## src/rtl/cms_ctrl_sequencer_pkg.sv

```systemverilog
// Shared constants and types for the CMS control-bus write sequencer.
package cms_ctrl_sequencer_pkg;

    localparam int CMS_ADDR_WIDTH = 8;
    localparam int CMS_DATA_WIDTH = 64;

    // CMS control register map
    localparam int ADDR_TRIGGER_TRACE_START_ADDRESS_ENABLED    = 0;
    localparam int ADDR_TRIGGER_TRACE_END_ADDRESS_ENABLED      = 1;
    localparam int ADDR_TRIGGER_TRACE_START_ADDRESS            = 2;
    localparam int ADDR_TRIGGER_TRACE_END_ADDRESS              = 3;
    localparam int ADDR_MONITORED_ADDRESS_RANGE_LOWER_ENABLED  = 4;
    localparam int ADDR_MONITORED_ADDRESS_RANGE_UPPER_ENABLED  = 5;
    localparam int ADDR_MONITORED_ADDRESS_RANGE_LOWER_BOUND    = 6;
    localparam int ADDR_MONITORED_ADDRESS_RANGE_UPPER_BOUND    = 7;
    localparam int ADDR_WFI_REACHED                            = 8;

    // Write sequencer phases: pop, present, strobe, keep the strobe low
    typedef enum logic [1:0] {
        ST_IDLE   = 2'd0,
        ST_SETUP  = 2'd1,
        ST_STROBE = 2'd2,
        ST_HOLD   = 2'd3
    } seq_state_t;

endpackage

```

## src/rtl/cms_ctrl_sequencer_if.sv

```systemverilog
// Host command handshake: valid/ready with target address and write data.
interface cms_ctrl_sequencer_if #(
    parameter int ADDR_WIDTH = 8,
    parameter int DATA_WIDTH = 64
);
    logic                  cmd_valid;
    logic                  cmd_ready;
    logic [ADDR_WIDTH-1:0] cmd_addr;
    logic [DATA_WIDTH-1:0] cmd_wdata;

    modport master (
        output cmd_valid,
        output cmd_addr,
        output cmd_wdata,
        input  cmd_ready
    );

    modport slave (
        input  cmd_valid,
        input  cmd_addr,
        input  cmd_wdata,
        output cmd_ready
    );
endinterface

```

## src/rtl/cms_ctrl_sequencer_cmd_fifo.sv

```systemverilog
// Synchronous command FIFO; pointers carry an extra wrap bit so full and
// empty are told apart without an occupancy counter.
module cms_ctrl_cmd_fifo #(
    parameter int WIDTH = 72,
    parameter int DEPTH = 4
) (
    input  logic             clk,
    input  logic             rst,
    input  logic             push,
    input  logic             pop,
    input  logic [WIDTH-1:0] wdata,
    output logic [WIDTH-1:0] rdata,
    output logic             full,
    output logic             empty
);
    localparam int PTR_W = $clog2(DEPTH);

    logic [PTR_W:0]   wr_ptr;
    logic [PTR_W:0]   rd_ptr;
    logic [WIDTH-1:0] mem [DEPTH];
    logic             do_push;
    logic             do_pop;

    assign do_push = push && !full;
    assign do_pop  = pop && !empty;

    assign empty = (wr_ptr == rd_ptr);
    assign full  = (wr_ptr[PTR_W] != rd_ptr[PTR_W]) &&
                   (wr_ptr[PTR_W-1:0] == rd_ptr[PTR_W-1:0]);
    assign rdata = mem[rd_ptr[PTR_W-1:0]];

    // Pointer update; reset empties the queue
    always_ff @(posedge clk) begin
        if (rst) begin
            wr_ptr <= '0;
            rd_ptr <= '0;
        end else begin
            if (do_push) wr_ptr <= wr_ptr + 1'b1;
            if (do_pop)  rd_ptr <= rd_ptr + 1'b1;
        end
    end

    // Storage write; contents are don't-care until the pointer covers them
    always_ff @(posedge clk) begin
        if (do_push) mem[wr_ptr[PTR_W-1:0]] <= wdata;
    end
endmodule

```

## src/rtl/cms_ctrl_sequencer.sv

```systemverilog
// Serialises host writes onto the CMS control bus. The CMS latches on the
// rising edge of ctrl_write_enable, so every write is presented a cycle
// ahead, strobed for one cycle and followed by a low gap.
module cms_ctrl_sequencer
    import cms_ctrl_sequencer_pkg::*;
#(
    parameter int ADDR_WIDTH     = CMS_ADDR_WIDTH,
    parameter int DATA_WIDTH     = CMS_DATA_WIDTH,
    parameter int FIFO_DEPTH     = 4,
    parameter int GAP_CYCLES     = 1,
    parameter int MAX_VALID_ADDR = ADDR_WFI_REACHED
) (
    input  logic                  clk,
    input  logic                  rst,
    cms_ctrl_sequencer_if.slave   cmd,
    input  logic                  err_clr,
    output logic [ADDR_WIDTH-1:0] ctrl_addr,
    output logic [DATA_WIDTH-1:0] ctrl_wdata,
    output logic                  ctrl_write_enable,
    output logic                  busy,
    output logic [15:0]           write_count,
    output logic                  cmd_err
);
    localparam int GAP_W = (GAP_CYCLES > 1) ? $clog2(GAP_CYCLES) : 1;

    seq_state_t                       state;
    seq_state_t                       next_state;
    logic [ADDR_WIDTH+DATA_WIDTH-1:0] fifo_rdata;
    logic                             fifo_full;
    logic                             fifo_empty;
    logic                             accept;
    logic                             addr_bad;
    logic                             push;
    logic                             pop;
    logic                             we_next;
    logic                             strobe_done;
    logic [GAP_W-1:0]                 gap_cnt;

    assign accept   = cmd.cmd_valid && cmd.cmd_ready;
    assign addr_bad = cmd.cmd_addr > ADDR_WIDTH'(MAX_VALID_ADDR);
    assign push     = accept && !addr_bad;

    assign cmd.cmd_ready = !fifo_full;
    assign busy          = !fifo_empty || (state != ST_IDLE);

    cms_ctrl_cmd_fifo #(
        .WIDTH (ADDR_WIDTH + DATA_WIDTH),
        .DEPTH (FIFO_DEPTH)
    ) u_fifo (
        .clk   (clk),
        .rst   (rst),
        .push  (push),
        .pop   (pop),
        .wdata ({cmd.cmd_addr, cmd.cmd_wdata}),
        .rdata (fifo_rdata),
        .full  (fifo_full),
        .empty (fifo_empty)
    );

    // State register
    always_ff @(posedge clk) begin
        if (rst) state <= ST_IDLE;
        else     state <= next_state;
    end

    // Next state: one pass through SETUP/STROBE/HOLD per queued write
    always_comb begin
        next_state = state;
        case (state)
            ST_IDLE:   if (!fifo_empty) next_state = ST_SETUP;
            ST_SETUP:  next_state = ST_STROBE;
            ST_STROBE: next_state = ST_HOLD;
            ST_HOLD:   if (gap_cnt == '0) next_state = ST_IDLE;
            default:   next_state = ST_IDLE;
        endcase
    end

    // Per-state actions feeding the registered outputs
    always_comb begin
        pop         = 1'b0;
        we_next     = 1'b0;
        strobe_done = 1'b0;
        case (state)
            ST_IDLE:   pop         = !fifo_empty;
            ST_SETUP:  we_next     = 1'b1;
            ST_STROBE: strobe_done = 1'b1;
            default:   ;
        endcase
    end

    // Registered bus, strobe count and gap timer
    always_ff @(posedge clk) begin
        if (rst) begin
            ctrl_addr         <= '0;
            ctrl_wdata        <= '0;
            ctrl_write_enable <= 1'b0;
            write_count       <= '0;
            gap_cnt           <= '0;
        end else begin
            ctrl_write_enable <= we_next;
            if (pop) {ctrl_addr, ctrl_wdata} <= fifo_rdata;
            if (strobe_done) begin
                write_count <= write_count + 16'd1;
                gap_cnt     <= GAP_W'(GAP_CYCLES - 1);
            end else if (state == ST_HOLD && gap_cnt != '0) begin
                gap_cnt <= gap_cnt - GAP_W'(1);
            end
        end
    end

    // Sticky illegal-address flag; a new error beats a clear
    always_ff @(posedge clk) begin
        if (rst)                        cmd_err <= 1'b0;
        else if (accept && addr_bad)    cmd_err <= 1'b1;
        else if (err_clr)               cmd_err <= 1'b0;
    end
endmodule
```

## src/flat_wrapper.sv

```systemverilog
// flat-port wrapper written by rule: the top's interface ports become plain ports
module cms_ctrl_sequencer_flat import cms_ctrl_sequencer_pkg::*;
#(
    parameter int ADDR_WIDTH     = CMS_ADDR_WIDTH,
    parameter int DATA_WIDTH     = CMS_DATA_WIDTH,
    parameter int FIFO_DEPTH     = 4,
    parameter int GAP_CYCLES     = 1,
    parameter int MAX_VALID_ADDR = ADDR_WFI_REACHED
)
  (clk, rst, err_clr, ctrl_addr, ctrl_wdata, ctrl_write_enable, busy, write_count, cmd_err, cmd_cmd_valid, cmd_cmd_addr, cmd_cmd_wdata, cmd_cmd_ready);
  cms_ctrl_sequencer_if #(.ADDR_WIDTH(ADDR_WIDTH), .DATA_WIDTH(DATA_WIDTH)) cmd_i ();
  input  logic clk;
  input  logic rst;
  input  logic err_clr;
  output logic [ADDR_WIDTH-1:0] ctrl_addr;
  output logic [DATA_WIDTH-1:0] ctrl_wdata;
  output logic ctrl_write_enable;
  output logic busy;
  output logic [15:0] write_count;
  output logic cmd_err;
  input wire logic [$bits(cmd_i.cmd_valid)-1:0] cmd_cmd_valid;
  input wire logic [$bits(cmd_i.cmd_addr)-1:0] cmd_cmd_addr;
  input wire logic [$bits(cmd_i.cmd_wdata)-1:0] cmd_cmd_wdata;
  output wire logic [$bits(cmd_i.cmd_ready)-1:0] cmd_cmd_ready;
  assign cmd_i.cmd_valid = cmd_cmd_valid;
  assign cmd_i.cmd_addr = cmd_cmd_addr;
  assign cmd_i.cmd_wdata = cmd_cmd_wdata;
  assign cmd_cmd_ready = cmd_i.cmd_ready;
  cms_ctrl_sequencer #(.ADDR_WIDTH(ADDR_WIDTH), .DATA_WIDTH(DATA_WIDTH), .FIFO_DEPTH(FIFO_DEPTH), .GAP_CYCLES(GAP_CYCLES), .MAX_VALID_ADDR(MAX_VALID_ADDR)) u_core (.clk(clk), .rst(rst), .cmd(cmd_i), .err_clr(err_clr), .ctrl_addr(ctrl_addr), .ctrl_wdata(ctrl_wdata), .ctrl_write_enable(ctrl_write_enable), .busy(busy), .write_count(write_count), .cmd_err(cmd_err));
endmodule
```

## config.mk

```make
export PLATFORM = sky130hd
export DESIGN_NAME = cms_ctrl_sequencer_flat
export DESIGN_NICKNAME = d
export VERILOG_FILES = /design/src/rtl/cms_ctrl_sequencer_pkg.sv /design/src/rtl/cms_ctrl_sequencer_if.sv /design/src/rtl/cms_ctrl_sequencer_cmd_fifo.sv /design/src/rtl/cms_ctrl_sequencer.sv /design/src/flat_wrapper.sv
export SDC_FILE = /design/constraint.sdc
export NUM_CORES = 1
export LEC_CHECK = 0
export CAP_MARGIN = 20
export CORE_ASPECT_RATIO = 0.6
export CORE_MARGIN = 5
export CORE_UTILIZATION = 58
export DETAILED_ROUTE_END_ITERATION = 16
export DONT_BUFFER_PORTS = 1
export GPL_ROUTABILITY_DRIVEN = 0
export GPL_TIMING_DRIVEN = 0
export PLACE_DENSITY = 0.8
export SYNTH_ARGS = -nofsm -noshare
export SYNTH_HDL_FRONTEND = slang
export SYNTH_SLANG_ARGS = --single-unit
```

## constraint.sdc

```tcl
create_clock -name clk -period 12.9 [get_ports clk]
set_clock_uncertainty 0.15 [all_clocks]
set_input_delay 2.58 -clock clk [delete_from_list [all_inputs] [get_ports clk]]
set_output_delay 2.58 -clock clk [all_outputs]
set_load 0.01 [all_outputs]
```

==> metrics.md <==
| Metric | Value |
|---|---|
| Vias in the first global route | 7401 |
| Initial antenna violation count | 0 |
| Worst setup path start | cmd_cmd_addr[7] |
| TritonCTS Buffers | 35 |
| Reg area | 10600 sq um |
| Core area | 24200 sq um |
| Reg clk slew, reported paths | 70 ps |
| Worst r2r dst | u_core.u_fifo.mem[3][45] |
| Global-route wire length before repair | 43900 um |
| Setup violations, final | 0 |
| Design Power | 2.71 mW |
| DIE WIDTH | about 210 um |
| Hold-fix buffers, CTS | 0 |
| Largest net degree at the start of global routing | 57 |
| Period utilization | 36.0% |
| Via/cell ratio | 5.78 |
| Max-slew violations | 0 |
| Slew margin rel. | 50.7% |
| Util after Layout | 65.8% |
| Fillcell total | 1631 |
| Post-Syn Area | 14200 sq um |
| # IOs | 168 |
| DR pass1 iterations | 5 |
| Starting Density | about three fifths |
| Buffers on Ports | 0 |
| CTS tree | done |
| Max FO, Critical Path | 14 |
| Worst hold path class | reg2reg |
| Min Tclk post-route | about 4600 ps |
| Startpoint types | input port |
| Syn_nets | about 930 |
| Critical path capture point type | flip-flop |
| Max-Cap Viols | 0 |
| Hold Slack | 325 ps |
| Final TNS setup | 0 ps |
| H-tree lvl count | 2 |
| Die Y | 131 um |
| Setup Fix Bufs, Post-CTS | 0 |
| Post-route ant nets | 0 |
| DR DRC count | 0 |
| Iteration-0 DRC Markers | roughly 570 |
| Async SR Flop Fraction | 0% |
| Footprint of the multi-input gates | ~3400 sq um |
| Layout cell share with drive strength beyond 1 | 18.2% |
| CP arrival | 4720 ps |
| Crit Path Category | in2reg |
| Leakage power | 4.99 nW |
| Post-Route WL | 28400 um |
| Worst Max-Slew Pin Slew | approximately 740 ps |
| HPWL after DPL | between 15000 and 20000 um |
| Root buf cell | clkbuf_16 |
| Reg2Reg Setup Slack | ~10000 ps |
| Hold wc startpoint | u_core.gap_cnt |
| P per Cell Area | 170 nW/um^2 |
| Yosys Warn Count | 0 |
| Vias | 7151 |
| Yosys cell types | 36 |
| # rows | 44 |
| Syn avg cell area | 16.9 sq um |
| #FFs+latches synth | 387 |
| # resized after CTS | 0 |
| Clk_lat worst skew | 540 ps |
| Maximum clock frequency | 0.215 GHz |
| Dpl cells | 1174 |
| Sequential share of the synthesized area | between 70% and 80% |
| Number of cells in the finished layout apart from fillers | 1238 |
| Critical R2R Launch | u_core.u_fifo.wr_ptr[1] |
| Die ar. | about 28000 sq um |
| # diodes | 0 |
| Most frequent cells in the layout | 288 x edfxtp_1, 152 x nand2_1, 99 x dfxtp_1 |
| EDFF count, synth | 288 |
| WHS Path Cells | 1 |
| RSZ-0062 raised after global routing | false |
| Post-layout net count | 975 |
| Worst Reg-to-Reg Cells | 7 |
| WL/cell | 22.9 um |
| Leading cell type in the layout, fill and taps excluded | edfxtp_1 |
| Clock Path Buffers | 3 |
| Status | finished, final reports clean |
| Total grt overflow | 0 |
| Ys flop type | edfxtp_1 |
| Synth-to-Final Area Change | 11.6% |
| # clock sinks | ~390 |
| CP required | around 13000 ps |
| Endpoints failing hold | 0 |
| Synthesized instance count | 843 |
| Hold endpoint | u_core.gap_cnt |
| Peak supply drop | 0.139 mV |
| GR Util All Layers | between 20% and 30% |
-- flip-flops by register name (all words and copies together), names as in the netlist, 2 cells and up --
register / flops
u_core.ctrl_addr: 8
u_core.ctrl_wdata: 64
u_core.state: 2
u_core.u_fifo.mem: 288
u_core.u_fifo.rd_ptr: 3
u_core.u_fifo.wr_ptr: 3
u_core.write_count: 16
-- worst max path at each step --
stage | endpoint | slack, ps
3_3_place_gp | u_core.u_fifo.wr_ptr[2] | 1690
6_report | u_core.u_fifo.mem[3][45] | 8250
4_1_cts | u_core.u_fifo.mem[3][45] | 8210
5_1_grt | u_core.u_fifo.mem[3][25] | 8160
2_1_floorplan | u_core.u_fifo.wr_ptr[2] | 5050
3_5_place_dp | u_core.u_fifo.mem[3][25] | 7650
-- logic make-up after synthesis --
kind of cell               after synthesis  synth area share [%]
muxes                                   78                  11.8
adders and majority gates               10                 0.879
and+or+nand+nor                        211                  6.47
xor gates and xnor gates                18                  1.11
DFF                                    387                  74.7
AOI/OAI and AO/OA                       86                  3.15
buffers and inverters                   53                  1.92
-- metal layers --
layer	routed length [um]	global-route usage, %	up-vias
li1	-	-	3281
met1	12000	28.8	3607
met2	13100	31.2	230
met3	2980	8.29	33
met4	340	4.12	0
met5	0	0	-
-- area by class of cell --
type | instances | share of cell area, %
buffer | 44 | 1.50
clock buffer | 54 | 6.22
clock inverter | 10 | 0.567
inverter | 9 | 0.213
multi-input combinational | 403 | 21.1
sequential | 387 | 66.9
tap | 322 | 2.53
timing repair buffer | 9 | 0.992
-- where the power goes --
part           internal, mW  switching, mW  leakage, nW
logic                 0.132          0.163         1.08
clock network         0.553          0.432        0.523
registers              1.38         0.0505         3.39
total                  2.06          0.646         4.99
-- Yosys cell counts, types with 5 or more instances --
| cell type | instances | area [sq um] |
|---|---|---|
| nor2_1 | 19 | 71.3 |
| nand3_1 | 5 | 25.0 |
| buf_2 | 14 | 70.1 |
| dfxtp_1 | 99 | 1980 |
| xnor2_1 | 11 | 96.3 |
| edfxtp_1 | 288 | 8650 |
| clkbuf_1 | 11 | 41.3 |
| a21oi_1 | 78 | 390 |
| inv_1 | 9 | 33.8 |
| mux4_2 | 72 | 1620 |
| ha_1 | 10 | 125 |
| buf_4 | 15 | 113 |
| nand2_1 | 152 | 571 |
| xor2_1 | 7 | 61.3 |
-- metrics by stage --
step / area (sq um) / setup WS (ps)
after global routing: 15900 / 8160
after floorplan: 14200 / 5050
final: 15900 / 8250
after CTS: 15900 / 8210
after global placement: 14600 / 1690
after detailed placement: 14800 / 7650
-- worst max-delay path: stages --
cell and delay, ps:
nor4_1 370, nand2_1 230, nor4b_4 660, buf_6 290, buf_8 180, buf_6 190
buf_6 200
(Power assumes the default switching activity.)
